### config.mk
export PLATFORM = sky130hd
export DESIGN_NAME = approx_adder_sweep_ctrl
export DESIGN_NICKNAME = d
export VERILOG_FILES = /design/src/rtl/approx_sweep_pkg.sv /design/src/rtl/err_metric_acc.sv /design/src/rtl/approx_adder_sweep_ctrl.sv
export SDC_FILE = /design/constraint.sdc
export NUM_CORES = 1
export LEC_CHECK = 0
export ABC_AREA = 1
export CAP_MARGIN = 20
export CORE_UTILIZATION = 55
export CTS_CLUSTER_DIAMETER = 30
export DETAILED_ROUTE_END_ITERATION = 10
export PLACE_DENSITY = 0.83
export SLEW_MARGIN = 10
export SYNTH_ARGS = -nofsm -noshare
export SYNTH_HDL_FRONTEND = slang
export SYNTH_SLANG_ARGS = --single-unit
### constraint.sdc
create_clock -name clk -period 11.8 [get_ports clk]
set_clock_uncertainty 0.1 [all_clocks]
set_input_delay 1.77 -clock clk [delete_from_list [all_inputs] [get_ports clk]]
set_output_delay 1.77 -clock clk [all_outputs]
set_load 0.02 [all_outputs]
### src/rtl/approx_sweep_pkg.sv
// Shared state encoding and width helpers for the approximate-adder sweep controller.
package approx_sweep_pkg;

   typedef enum logic [1:0] {
      IDLE  = 2'd0,
      RUN   = 2'd1,
      DRAIN = 2'd2,
      DONE  = 2'd3
   } sweep_state_t;

   // err_count must hold 2^(2*width); sum_ed must hold 2^(2*width)*(2^width-1).
   function automatic int cnt_w(input int width);
      return 2 * width + 1;
   endfunction

   function automatic int sum_w(input int width);
      return 3 * width;
   endfunction

endpackage

### src/rtl/err_metric_acc.sv
// Error-metric accumulators: count of erroneous pairs, worst and summed error distance.
module err_metric_acc
   import approx_sweep_pkg::*;
#(
   parameter int WIDTH = 8,
   localparam int CNT_W = cnt_w(WIDTH),
   localparam int SUM_W = sum_w(WIDTH)
) (
   input  logic             clk,
   input  logic             rst,
   input  logic             clear,
   input  logic             en,
   input  logic [WIDTH-1:0] ed,
   output logic [CNT_W-1:0] err_count,
   output logic [WIDTH-1:0] max_ed,
   output logic [SUM_W-1:0] sum_ed
);

   always_ff @(posedge clk) begin
      if (rst || clear) begin
         err_count <= '0;
         max_ed    <= '0;
         sum_ed    <= '0;
      end else if (en) begin
         if (ed != '0) begin
            err_count <= err_count + CNT_W'(1);
         end
         if (ed > max_ed) begin
            max_ed <= ed;
         end
         sum_ed <= sum_ed + SUM_W'(ed);
      end
   end

endmodule

### src/rtl/approx_adder_sweep_ctrl.sv
// Exhaustive sweep sequencer: walks every (a, b) pair through an approximate adder,
// compares against the exact sum, accumulates error metrics and streams per-pair results.
module approx_adder_sweep_ctrl
   import approx_sweep_pkg::*;
#(
   parameter int WIDTH = 8,
   localparam int CNT_W = cnt_w(WIDTH),
   localparam int SUM_W = sum_w(WIDTH)
) (
   input  logic             clk,
   input  logic             rst,
   input  logic             start,
   input  logic             abort,
   output logic             busy,
   output logic             done,
   output logic [WIDTH-1:0] op_a,
   output logic [WIDTH-1:0] op_b,
   input  logic [WIDTH-1:0] approx_sum,
   output logic             res_valid,
   input  logic             res_ready,
   output logic [WIDTH-1:0] res_a,
   output logic [WIDTH-1:0] res_b,
   output logic [WIDTH-1:0] res_approx,
   output logic [WIDTH-1:0] res_exact,
   output logic [CNT_W-1:0] err_count,
   output logic [WIDTH-1:0] max_ed,
   output logic [SUM_W-1:0] sum_ed
);

   sweep_state_t state_reg, state_next;

   logic             capture;
   logic             acc_clear;
   logic             op_load;
   logic             res_clear;
   logic             last_pair;
   logic [WIDTH-1:0] exact;
   logic [WIDTH-1:0] ed;

   // Carry-out dropped so the reference matches the WIDTH-bit sum of the adder.
   assign exact     = op_a + op_b;
   assign ed        = (exact >= approx_sum) ? (exact - approx_sum) : (approx_sum - exact);
   assign last_pair = (&op_a) && (&op_b);

   assign busy = (state_reg == RUN) || (state_reg == DRAIN);
   assign done = (state_reg == DONE);

   always_ff @(posedge clk) begin
      if (rst) begin
         state_reg <= IDLE;
      end else begin
         state_reg <= state_next;
      end
   end

   always_comb begin
      state_next = state_reg;
      capture    = 1'b0;
      acc_clear  = 1'b0;
      op_load    = 1'b0;
      res_clear  = 1'b0;
      case (state_reg)
         IDLE: begin
            if (start) begin
               acc_clear  = 1'b1;
               op_load    = 1'b1;
               state_next = RUN;
            end
         end
         RUN: begin
            // Abort wins over a capture on the same edge.
            if (abort) begin
               res_clear  = 1'b1;
               state_next = IDLE;
            end else if (!(res_valid && !res_ready)) begin
               capture = 1'b1;
               if (last_pair) begin
                  state_next = DRAIN;
               end
            end
         end
         DRAIN: begin
            if (abort) begin
               res_clear  = 1'b1;
               state_next = IDLE;
            end else if (res_valid && res_ready) begin
               res_clear  = 1'b1;
               state_next = DONE;
            end
         end
         DONE: begin
            state_next = IDLE;
         end
         default: begin
            state_next = IDLE;
         end
      endcase
   end

   // a-major, b-minor operand walk; operands park on the last pair.
   always_ff @(posedge clk) begin
      if (rst) begin
         op_a <= '0;
         op_b <= '0;
      end else if (op_load) begin
         op_a <= '0;
         op_b <= '0;
      end else if (capture && !last_pair) begin
         op_b <= op_b + 1'b1;
         if (&op_b) begin
            op_a <= op_a + 1'b1;
         end
      end
   end

   always_ff @(posedge clk) begin
      if (rst) begin
         res_valid  <= 1'b0;
         res_a      <= '0;
         res_b      <= '0;
         res_approx <= '0;
         res_exact  <= '0;
      end else if (capture) begin
         res_valid  <= 1'b1;
         res_a      <= op_a;
         res_b      <= op_b;
         res_approx <= approx_sum;
         res_exact  <= exact;
      end else if (res_clear) begin
         res_valid  <= 1'b0;
      end
   end

   err_metric_acc #(
      .WIDTH (WIDTH)
   ) u_metrics (
      .clk       (clk),
      .rst       (rst),
      .clear     (acc_clear),
      .en        (capture),
      .ed        (ed),
      .err_count (err_count),
      .max_ed    (max_ed),
      .sum_ed    (sum_ed)
   );

endmodule

Word level (Yosys, flattened, before mapping)
Index checks and enable logic that the tools add are counted.
{"block": "op_classes", "addsub": 7, "n_lt_le_gt_ge": 2, "eq_ne": 7, "mux": 19, "n_reduce_logical": 18}
{"cell": "adder 24 x 8 -> 24 bit", "count": 1}
{"cell": "adder 17 x 1 -> 17 bit (second input constant)", "count": 1}
{"cell": "adder 8 x 1 -> 8 bit (second input constant)", "count": 2}
{"cell": "AND reduction 8 bit", "count": 2}
{"cell": "subtractor 8 bit", "count": 2}
{"cell": "2-to-1 mux 2 bit", "count": 6}
{"cell": "2-to-1 mux 1 bit", "count": 10}
{"cell": "AND reduction 9 bit", "count": 1}
{"cell": "adder 8 bit", "count": 1}
{"cell": ">= comparator 8 bit", "count": 1}
{"cell": "greater-than comparator 8 bit", "count": 1}
{"cell": "2-to-1 mux 8 bit", "count": 1}
{"cell": "case mux 2 bit (4 select lines)", "count": 1}
{"cell": "nonzero test 8 bit", "count": 1}
{"cell": "!= test 3 bit (second input constant)", "count": 2}
{"cell": "equality test 2 bit (second input constant)", "count": 2}
{"cell": "logical AND 1 bit", "count": 4}
{"cell": "AND reduction 2 bit", "count": 2}
{"cell": "AND reduction 4 bit", "count": 1}
{"cell": "!= test 3 x 2 -> 1 bit (second input constant)", "count": 1}
{"cell": "equality test 2 x 1 -> 1 bit (second input constant)", "count": 1}
{"cell": "logical NOT 1 bit", "count": 2}
{"cell": "logical NOT 2 bit", "count": 1}
{"cell": "logical OR 1 bit", "count": 2}
{"cell": "4 further kinds", "count": 4}
{"block": "totals", "reg_bits": 100, "in_bits": 13}

Longest topological paths before layout
{"block": "logic_depth", "ltp_word": 7, "depth_mapped": 28, "depth_no_buf": 28}

Hierarchy
From an unflattened synthesis, not the netlist that was laid out.
{"block": "hier_totals", "hier_cells": 938, "area_unflattened_um2": 6427.4}
{"module": "approx_adder_sweep_ctrl", "instances": 1, "cells_each": 436, "area_each_um2": 3218.1, "seq_area_each_um2": 1021.0}
{"module": "err_metric_acc", "instances": 1, "cells_each": 502, "area_each_um2": 3209.3, "seq_area_each_um2": 980.9}

Least setup slack after synthesis
OpenSTA, ideal clock, no wires.
{"block": "synth_path", "path_kind": "in2reg", "start": "input port approx_sum[0]", "end": "register u_metrics.sum_ed[22]", "setup_ps": 70, "arrival_time_ps": 4453, "required_time_ps": 11630, "slack_ps": 7177, "path_stages": 18, "n_path_buf": 0, "cell_sequence": "ha_1 fa_1 inv_1 nand3_1 nand2_1 nand2_2 nand3_4 nand2_2 nand2_2 inv_1 fa_1 o21ai_0 a21oi_1 nor2_1 inv_1 nor2_1 o21ai_0 a21oi_1"}
{"block": "synth_via", "elab_chain_cells": 3, "word_cells_on_any_way": 5}
{"element": "start: declaration", "line_no": "approx_adder_sweep_ctrl.sv:18", "text": "input logic [WIDTH-1:0] approx_sum,"}
{"element": "subtractor 8 bit or >= comparator 8 bit (tied branches)", "line_no": "approx_adder_sweep_ctrl.sv:42", "text": "assign ed = (exact >= approx_sum) ? (exact - approx_sum) : (approx_sum - exact);"}
{"element": "2-to-1 mux 8 bit (*)", "line_no": "approx_adder_sweep_ctrl.sv:42"}
{"element": "named net ed[1]", "line_no": "approx_adder_sweep_ctrl.sv:38", "text": "logic [WIDTH-1:0] ed;"}
{"element": "adder 24 x 8 -> 24 bit (*)", "line_no": "err_metric_acc.sv:31", "text": "sum_ed <= sum_ed + SUM_W'(ed);"}
{"element": "end signal: assignment", "line_no": "err_metric_acc.sv:31"}
{"element": "end: declaration", "line_no": "err_metric_acc.sv:16", "text": "output logic [SUM_W-1:0] sum_ed"}
The timed path passes the listed nets; every way through them passes the cells marked *.
A chain may end at the register's enable or synchronous reset.

Worst setup path in the final report
Same ends and word-level chain as after synthesis.

==> out/qor.log <==
[floorplanning] Core Area 10900 um^2
[synthesis] Syn Inst Count 905
[min_path] Endpoint, Worst Hold u_metrics.sum_ed[23]
[placed_design] final HPWL from detailed placement 11.0 mm
[cts] number of sinks driven by the clock tree 100
[placed_design] IO Port Bufs 112
[synthesis] sequential cell area fraction in the yosys report 32.2%
[setup_path] Worst setup EP type flop
[drt] initial drt markers 304
[final_layout] Area Overhead vs Synth 24.8%
[drt] sum of routed wire length over all layers 15.0 mm
[cts] TritonCTS clock tree built
[setup_path] CP arrival 5.42 ns
[cts] maximum buffer depth of the clock tree 2
[job] Maximum Capacitance Violations 0
[timing] Worst-Margin Slew 0.890 ns
[min_path] worst hold path type flop to flop
[global_routing] GRT Total Usage 26.0%
[floorplanning] full die area 11700 um^2
[timing] RSZ-0062 raised after global routing no
[final_layout] flip-flop count of the largest register, all copies and words added 24
[cts] number of H-tree levels 3
[setup_path] Worst Path Class, Setup input pin to flop
[synthesis] net count after synthesis 969
[drt] Vias 6005
[final_layout] diode count 0
[floorplanning] die span in y 108 um
[cts] quantity of gates resized following cts 0
[floorplanning] Die Wd 108 um
[cts] later-pin clock latency in the skew report 0.35 ns
[synthesis] syn_area_per_cell 6.87 um^2
[timing] Tcrit/Tclk final 44.4%
[final_layout] area occupied by multi-input gates 3580 um^2
[global_routing] wire length of the first global-routing pass 24.2 mm
[final_layout] flip-flop and latch area 2000 um^2
[setup_path] reg-to-reg startpoint op_a[0]
[final_layout] Most flops, register u_metrics.sum_ed
[drt] residual antenna-violating net count after detailed routing 0
[cts] number of buffers inserted for hold repair after clock tree synthesis 0
[timing] final max-slew violation count 0
[drt] drt drc 0
[timing] final count of hold timing violations 0
[timing] number of endpoints failing setup at the final stage 0
[global_routing] maximum number of pins on one net before global-route repair 56
[min_path] instance count along the most critical hold path 2
[setup_path] worst flop-to-flop path endpoint u_metrics.sum_ed[22]
[setup_path] maximum single-stage delay on the critical path 0.45 ns
[timing] headroom to the max-slew limit 40.6%
[cts] post-CTS setup buffer count 0
[cts] number of buffers created by CTS 9
[final_layout] Regs by FF count u_metrics.sum_ed x24, u_metrics.err_count x17
[placed_design] last weighted congestion value of the routability-driven placer 0.882
[setup_path] reg2reg setup slack 6.77 ns
[synthesis] netlist area before placement 6220 um^2
[power_and_ir_drop] power per unit of standard cell area 147 nW/um^2
[drt] DR pass1 iterations 7
[power_and_ir_drop] Leakage Power 3.36 nW
[outcome] result of the run finished clean
[cts] clock-pin slew of the registers on the worst-case setup and hold paths 0.07 ns
[final_layout] share of final-layout standard cells stronger than drive strength 1 6.03%
[timing] Min Clock Period, post-route 5.24 ns
[cts] cell chosen for the clock root sky130_fd_sc_hd__clkbuf_16
[final_layout] number of nets in the layout 1070
[final_layout] layout filler cell count 929
[timing] Sum Neg Setup Slack 0 ns
[drt] DR WL/cell 13.0 um
[global_routing] number of global-route vias before repair 5198
[final_layout] post-route cell area 7760 um^2
[floorplanning] placement row count 38
[setup_path] Data required, critical path 11.98 ns
[setup_path] FF-to-FF path depth 25
[floorplanning] ports placed on the boundary 113
[global_routing] remaining global-route overflow 0
[final_layout] number of standard cells in the final layout excluding fillers 1151
[synthesis] flip-flop and latch count after synthesis 100
[min_path] beginning of the worst hold path u_metrics.sum_ed[23]
[floorplanning] starting utilization of the core area 56.9%
[drt] Vias/cell 5.22
[synthesis] Synth cell types 37
[setup_path] list of cells traversed by the critical path clkdlybuf4s50_1 -> ha_1 -> fa_1 -> inv_1 -> nand3_1 -> nand2_1 -> nand2_2 -> nand3_4 -> nand2_2 -> nand2_2 -> inv_1 -> fa_1 -> o21ai_0 -> a21oi_1 -> nor2_1 -> inv_1 -> nor2_1 -> o21ai_0 -> a21oi_1
[global_routing] number of antenna violations at the first check in global routing 0
[setup_path] cell at the slowest stage of the critical path sky130_fd_sc_hd__o21ai_0
[setup_path] critical path peak fanout 8
[setup_path] startpoint type of the worst setup path input pin
[synthesis] warnings from Yosys 0
[placed_design] Placed Cells incl. Taps 1135
[power_and_ir_drop] Max rail drop VDD 0.000119 V
[placed_design] Area after DPL 7430 um^2
[timing] highest attainable clock frequency 191 MHz
## worst max-delay path by stage
stage | startpoint | slack, ns | cells after the start | endpoint
floorplan | approx_sum[0] | 7.18 | 18 | u_metrics.sum_ed[22]
global placement | approx_sum[0] | 6.32 | 19 | u_metrics.sum_ed[22]
detailed placement | approx_sum[0] | 6.25 | 19 | u_metrics.sum_ed[22]
CTS | approx_sum[0] | 6.59 | 19 | u_metrics.sum_ed[22]
global route | approx_sum[0] | 6.27 | 19 | u_metrics.sum_ed[22]
finish | approx_sum[0] | 6.56 | 19 | u_metrics.sum_ed[22]
## logic make-up (layout without fill, tap and decap cells)
group / Yosys count / after routing / share of synthesized area (%)
adders and majority gates: 51 / 51 / 10.7
buffers and inverters: 167 / 273 / 10.4
AOI/OAI and AO/OA: 185 / 185 / 16.1
and+or+nand+nor: 378 / 378 / 27.2
xor gates and xnor gates: 24 / 24 / 3.38
DFF: 100 / 100 / 32.2
## where the power goes
| part | leakage (nW) | internal [mW] | switching (mW) | total, mW |
|---|---|---|---|---|
| Clock | 0.157 | 0.189 | 0.140 | 0.330 |
| Combinational | 2.39 | 0.158 | 0.244 | 0.402 |
| Sequential | 0.811 | 0.379 | 0.0287 | 0.408 |
## synthesized netlist by cell type, drive strengths merged
master	instances	area [um^2]
o21ai	75	375
fa	4	80.1
xnor2	6	52.6
clkbuf	17	67.6
o2111ai	1	8.76
nand2	187	757
ha	47	588
inv	143	537
and3	1	6.26
nor2	101	427
a211oi	1	7.51
nor3	11	55.1
nor4	7	43.8
or2	1	6.26
o41ai	1	8.76
dfxtp	100	2000
a21oi	101	551
o211ai	1	7.51
nand3	59	325
o221ai	2	17.5
nand4	11	68.8
o311ai	1	8.76
o21bai	2	15.0
xor2	18	158
buf	7	43.8
## worst max-delay path, delay by kind of cell
family / cells / cell delay [ns]
adder cells (fa/ha/maj): 3 / 1.06
AND/OR/NAND/NOR: 8 / 1.05
AO/OA/AOI/OAI: 4 / 0.83
buffers and inverters: 4 / 0.72
## final cells by class
type	count	area share, %
multi-input combinational	638	46.1
sequential	100	25.8
timing repair buffer	114	14.6
inverter	143	6.92
clock buffer	9	2.90
tap	140	2.26
clock inverter	7	1.32
## per-stage QoR
| stage | util, % | setup WS [ns] | power [mW] | hold WS [ns] |
|---|---|---|---|---|
| 2_1_floorplan | - | 7.18 | 0.672 | 0.430 |
| 6_report | 70.9 | 6.56 | 1.14 | 0.363 |
| 3_5_place_dp | 67.9 | 6.25 | 0.813 | 0.361 |
| 4_1_cts | 70.9 | 6.59 | 1.14 | 0.371 |
| 5_1_grt | 70.9 | 6.27 | 1.21 | 0.390 |
| 3_3_place_gp | 67.9 | 6.32 | 0.808 | 0.352 |
## cells in the final DEF, fill, tap and decap left out, types with 9 or more instances in the layout
| cell type | synthesis | layout |
|---|---|---|
| sky130_fd_sc_hd__nand4_1 | 11 | 11 |
| sky130_fd_sc_hd__a21oi_1 | 91 | 90 |
| sky130_fd_sc_hd__clkdlybuf4s50_1 | 0 | 112 |
| sky130_fd_sc_hd__o21ai_0 | 75 | 75 |
| sky130_fd_sc_hd__nor2_1 | 94 | 94 |
| sky130_fd_sc_hd__dfxtp_1 | 100 | 100 |
| sky130_fd_sc_hd__clkbuf_16 | 0 | 9 |
| sky130_fd_sc_hd__nor3_1 | 11 | 11 |
| sky130_fd_sc_hd__nand3_1 | 56 | 56 |
| sky130_fd_sc_hd__ha_1 | 47 | 47 |
| sky130_fd_sc_hd__nand2_2 | 16 | 16 |
| sky130_fd_sc_hd__inv_1 | 140 | 140 |
| sky130_fd_sc_hd__a21oi_2 | 9 | 9 |
| sky130_fd_sc_hd__xor2_1 | 18 | 18 |
| sky130_fd_sc_hd__nand2_1 | 169 | 169 |
## routing by layer
layer  GRT usage, %  part of all wire (%)
met1           35.6                    48
met2           42.2                    46
met3           5.61                   5.4
met4           5.31                   1.0
met5              0                     0
Note: power is estimated with default switching activity, not from simulation.
==> RTL edit, RTL diff (config.mk and constraints unchanged) <==
The 4 states of `sweep_state_t` get a one-hot encoding in 4 bits.
--- a/src/rtl/approx_sweep_pkg.sv
+++ b/src/rtl/approx_sweep_pkg.sv
@@ -1,11 +1,11 @@
 // Shared state encoding and width helpers for the approximate-adder sweep controller.
 package approx_sweep_pkg;
 
-   typedef enum logic [1:0] {
-      IDLE  = 2'd0,
-      RUN   = 2'd1,
-      DRAIN = 2'd2,
-      DONE  = 2'd3
+   typedef enum logic [3:0] {
+      IDLE  = 4'b0001,
+      RUN   = 4'b0010,
+      DRAIN = 4'b0100,
+      DONE  = 4'b1000
    } sweep_state_t;
 
    // err_count must hold 2^(2*width); sum_ed must hold 2^(2*width)*(2^width-1).
Check against the original RTL: no difference found for any inputs over 4 cycles, from zero or initial values and one cycle with rst high; so few cycles prove little.
==> RTL edit against the original RTL <==
- sequential cell count is 2 higher
- first-iteration DRC count grew 14%
- design area decreased by 1.1%
- wire length is 6.0% higher
- synthesized area is essentially flat
- setup slack improved by 150 ps
- critical path depth is 3 higher
- synthesized cell count is 1.4% lower
- critical path type unchanged
- highest routed layer unchanged
Power is not compared: it rests on default switching activity, and its combinational part moved more than twofold at a synthesized area within 25%.
==> RTL edit: results (changes against the original RTL) <==
asr flop ratio synth - 0% (unchanged)
synth unique cells - 42 (was 37)
CTS resizes - 0 (unchanged)
Worst-Skew Late Latency - 360 ps
hold crit path type - reg2reg (unchanged)
switching power - 0.197 mW
outcome - complete, no violations (unchanged)
root buffer cell - clkbuf_16 (unchanged)
WP data arrival - 5250 ps (was 5420 ps)
Synth top cells by count - nand2_1, inv_1, dfxtp_1 (unchanged)
Pre-antenna DRT Iters - 5 (was 7)
ratio of cells with drive above 1 in the final layout - 5.82% (was 6.03%)
Filler Cells Inserted - 947 (was 929)
FF-to-FF End - u_metrics.sum_ed[22]$_SDFFE_PP0P_ (unchanged)
initial antenna violation count - 0 (unchanged)
met1 GRT Util - 35.3% (was 35.6%)
Largest regs - u_metrics.sum_ed: 24 flops, u_metrics.err_count: 17 flops (unchanged)
Peak VDD IR - 0.101 mV
Hold Path Sink - res_a[4]$_SDFFE_PP0P_ (was u_metrics.sum_ed[23]$_SDFFE_PP0P_)
Final nets - 1051 (was 1070)
Hold Path Depth - 2 (unchanged)
FF-to-FF Start - op_a[0]$_SDFFE_PP0P_ (unchanged)
HP Start - res_a[4]$_SDFFE_PP0P_ (was u_metrics.sum_ed[23]$_SDFFE_PP0P_)
Worst-Margin Slew - 859 ps (was 890 ps)
reg2reg setup slack - 6940 ps (was 6770 ps)
RD Place Congestion - 0.894 (was 0.882)
Post-DP Area - 7370 µm² (was 7430 µm²)
sequential area share after synthesis - 32.9% (was 32.2%)
DRT iter0 DRCs - 347 (was 304)
H-tree depth - 3 (unchanged)
Post-DP HPWL - 11.3 mm (was 11.0 mm)
final wirelength - 15.9 mm (was 15.0 mm)
CTS buffer count - 9 (unchanged)
static leakage - 3.30 nW
largest net degree at the start of global routing - 53 (was 56)
register clock-pin slew on the reported worst setup and hold paths - 70 ps (about the same)
Crit Path Max Fanout - 7 (was 8)
DR vias - 6006 (was 6005)
max cap viols - 0 (unchanged)
Post-CTS Setup Repair Bufs - 0 (unchanged)
Synth area leaders - dfxtp_1, nand2_1, inv_1 (was dfxtp_1, nand2_1, ha_1)
grt met2 use - 47.0% (was 42.2%)
M3 GR Usage - 5.12% (was 5.61%)
vias in the first global route - 5661 (was 5198)
first-pass GRT wire length - 26.1 mm (was 24.2 mm)
Synth Warn # - 0 (unchanged)
IO buf count - 112 (unchanged)
global-route usage over all layers - 28.3% (was 26.0%)
Antenna Cells - 0 (unchanged)
Clock Path Buffers - 2 (unchanged)
synthesized net count - 951 (was 969)
reg2reg path depth - 29 (was 25)
fin area - 7670 µm² (was 7760 µm²)
-- RTL edit: layer usage --
metal  wire, µm  vias to the layer above
met5          0                        -
met4        451                        0
met3        969                       35
met2       7300                      179
met1       7160                     2718
li1           -                     3074
-- RTL edit: how the worst max path moves through the flow --
stage	from	endpoint	slack, ps	cells after the start
2_1_floorplan	approx_sum[0]	u_metrics.sum_ed[22]$_SDFFE_PP0P_	7240	21
3_3_place_gp	approx_sum[0]	u_metrics.sum_ed[22]$_SDFFE_PP0P_	6480	22
3_5_place_dp	approx_sum[0]	u_metrics.sum_ed[22]$_SDFFE_PP0P_	6360	22
4_1_cts	approx_sum[0]	u_metrics.sum_ed[22]$_SDFFE_PP0P_	6720	22
5_1_grt	approx_sum[0]	u_metrics.max_ed[6]$_SDFFE_PP0P_	6390	20
6_report	approx_sum[0]	u_metrics.sum_ed[22]$_SDFFE_PP0P_	6710	22
-- RTL edit: power groups by stage --
| stage | combinational (mW) | sequential (mW) | clock [mW] |
|---|---|---|---|
| final | 0.0889 | 0.351 | 0.305 |
| after global routing | 0.0992 | 0.352 | 0.322 |
| after CTS | 0.0880 | 0.351 | 0.308 |
| after detailed placement | 0.0870 | 0.359 | 0 |
| after global placement | 0.0859 | 0.359 | 0 |
| after floorplan | 0.0572 | 0.363 | 0 |
-- RTL edit: critical path, cell delays in order --
cell             delay (ps)
clkdlybuf4s50_1         420
ha_1                    240
fa_1                    400
inv_1                   100
nand3_1                  90
nand2_1                 130
nand2_1                 120
nand3_4                 120
nand2_1                  80
nand2_1                 130
inv_1                   100
fa_1                    440
nor2_1                  140
a211oi_1                 90
o21bai_1                200
nand3_1                 150
inv_1                   150
nand2_1                  90
nor2_1                  130
nand2_1                  70
nand2_1                  60
nor2_1                   40
-- RTL edit: logic make-up (layout without fill, tap and decap cells) --
kind of cell / after synthesis / count (layout) / synth area share, %
AND/OR/NAND/NOR: 366 / 366 / 27.6
buffers and inverters: 176 / 281 / 11.6
adder cells (fa/ha/maj): 46 / 46 / 9.74
flip-flops: 102 / 102 / 32.9
XOR/XNOR: 20 / 20 / 2.82
AO/OA/AOI/OAI: 182 / 182 / 15.4
-- RTL edit: final cells by class --
cell class                      count  area share (%)
Sequential cell                   102            26.6
Multi-Input combinational cell    614            45.0
Clock buffer                       11            3.03
Timing Repair Buffer              114            14.8
Clock inverter                      5           0.864
Tap cell                          140            2.28
Inverter                          151            7.40
-- RTL edit: per-stage QoR --
stage | hold slack [ps] | worst slack (ps) | instances
floorplan | 434 | 7240 | 892
global placement | 370 | 6480 | 1121
detailed placement | 384 | 6360 | 1121
CTS | 389 | 6720 | 1137
global route | 407 | 6390 | 1137
finish | 387 | 6710 | 1137
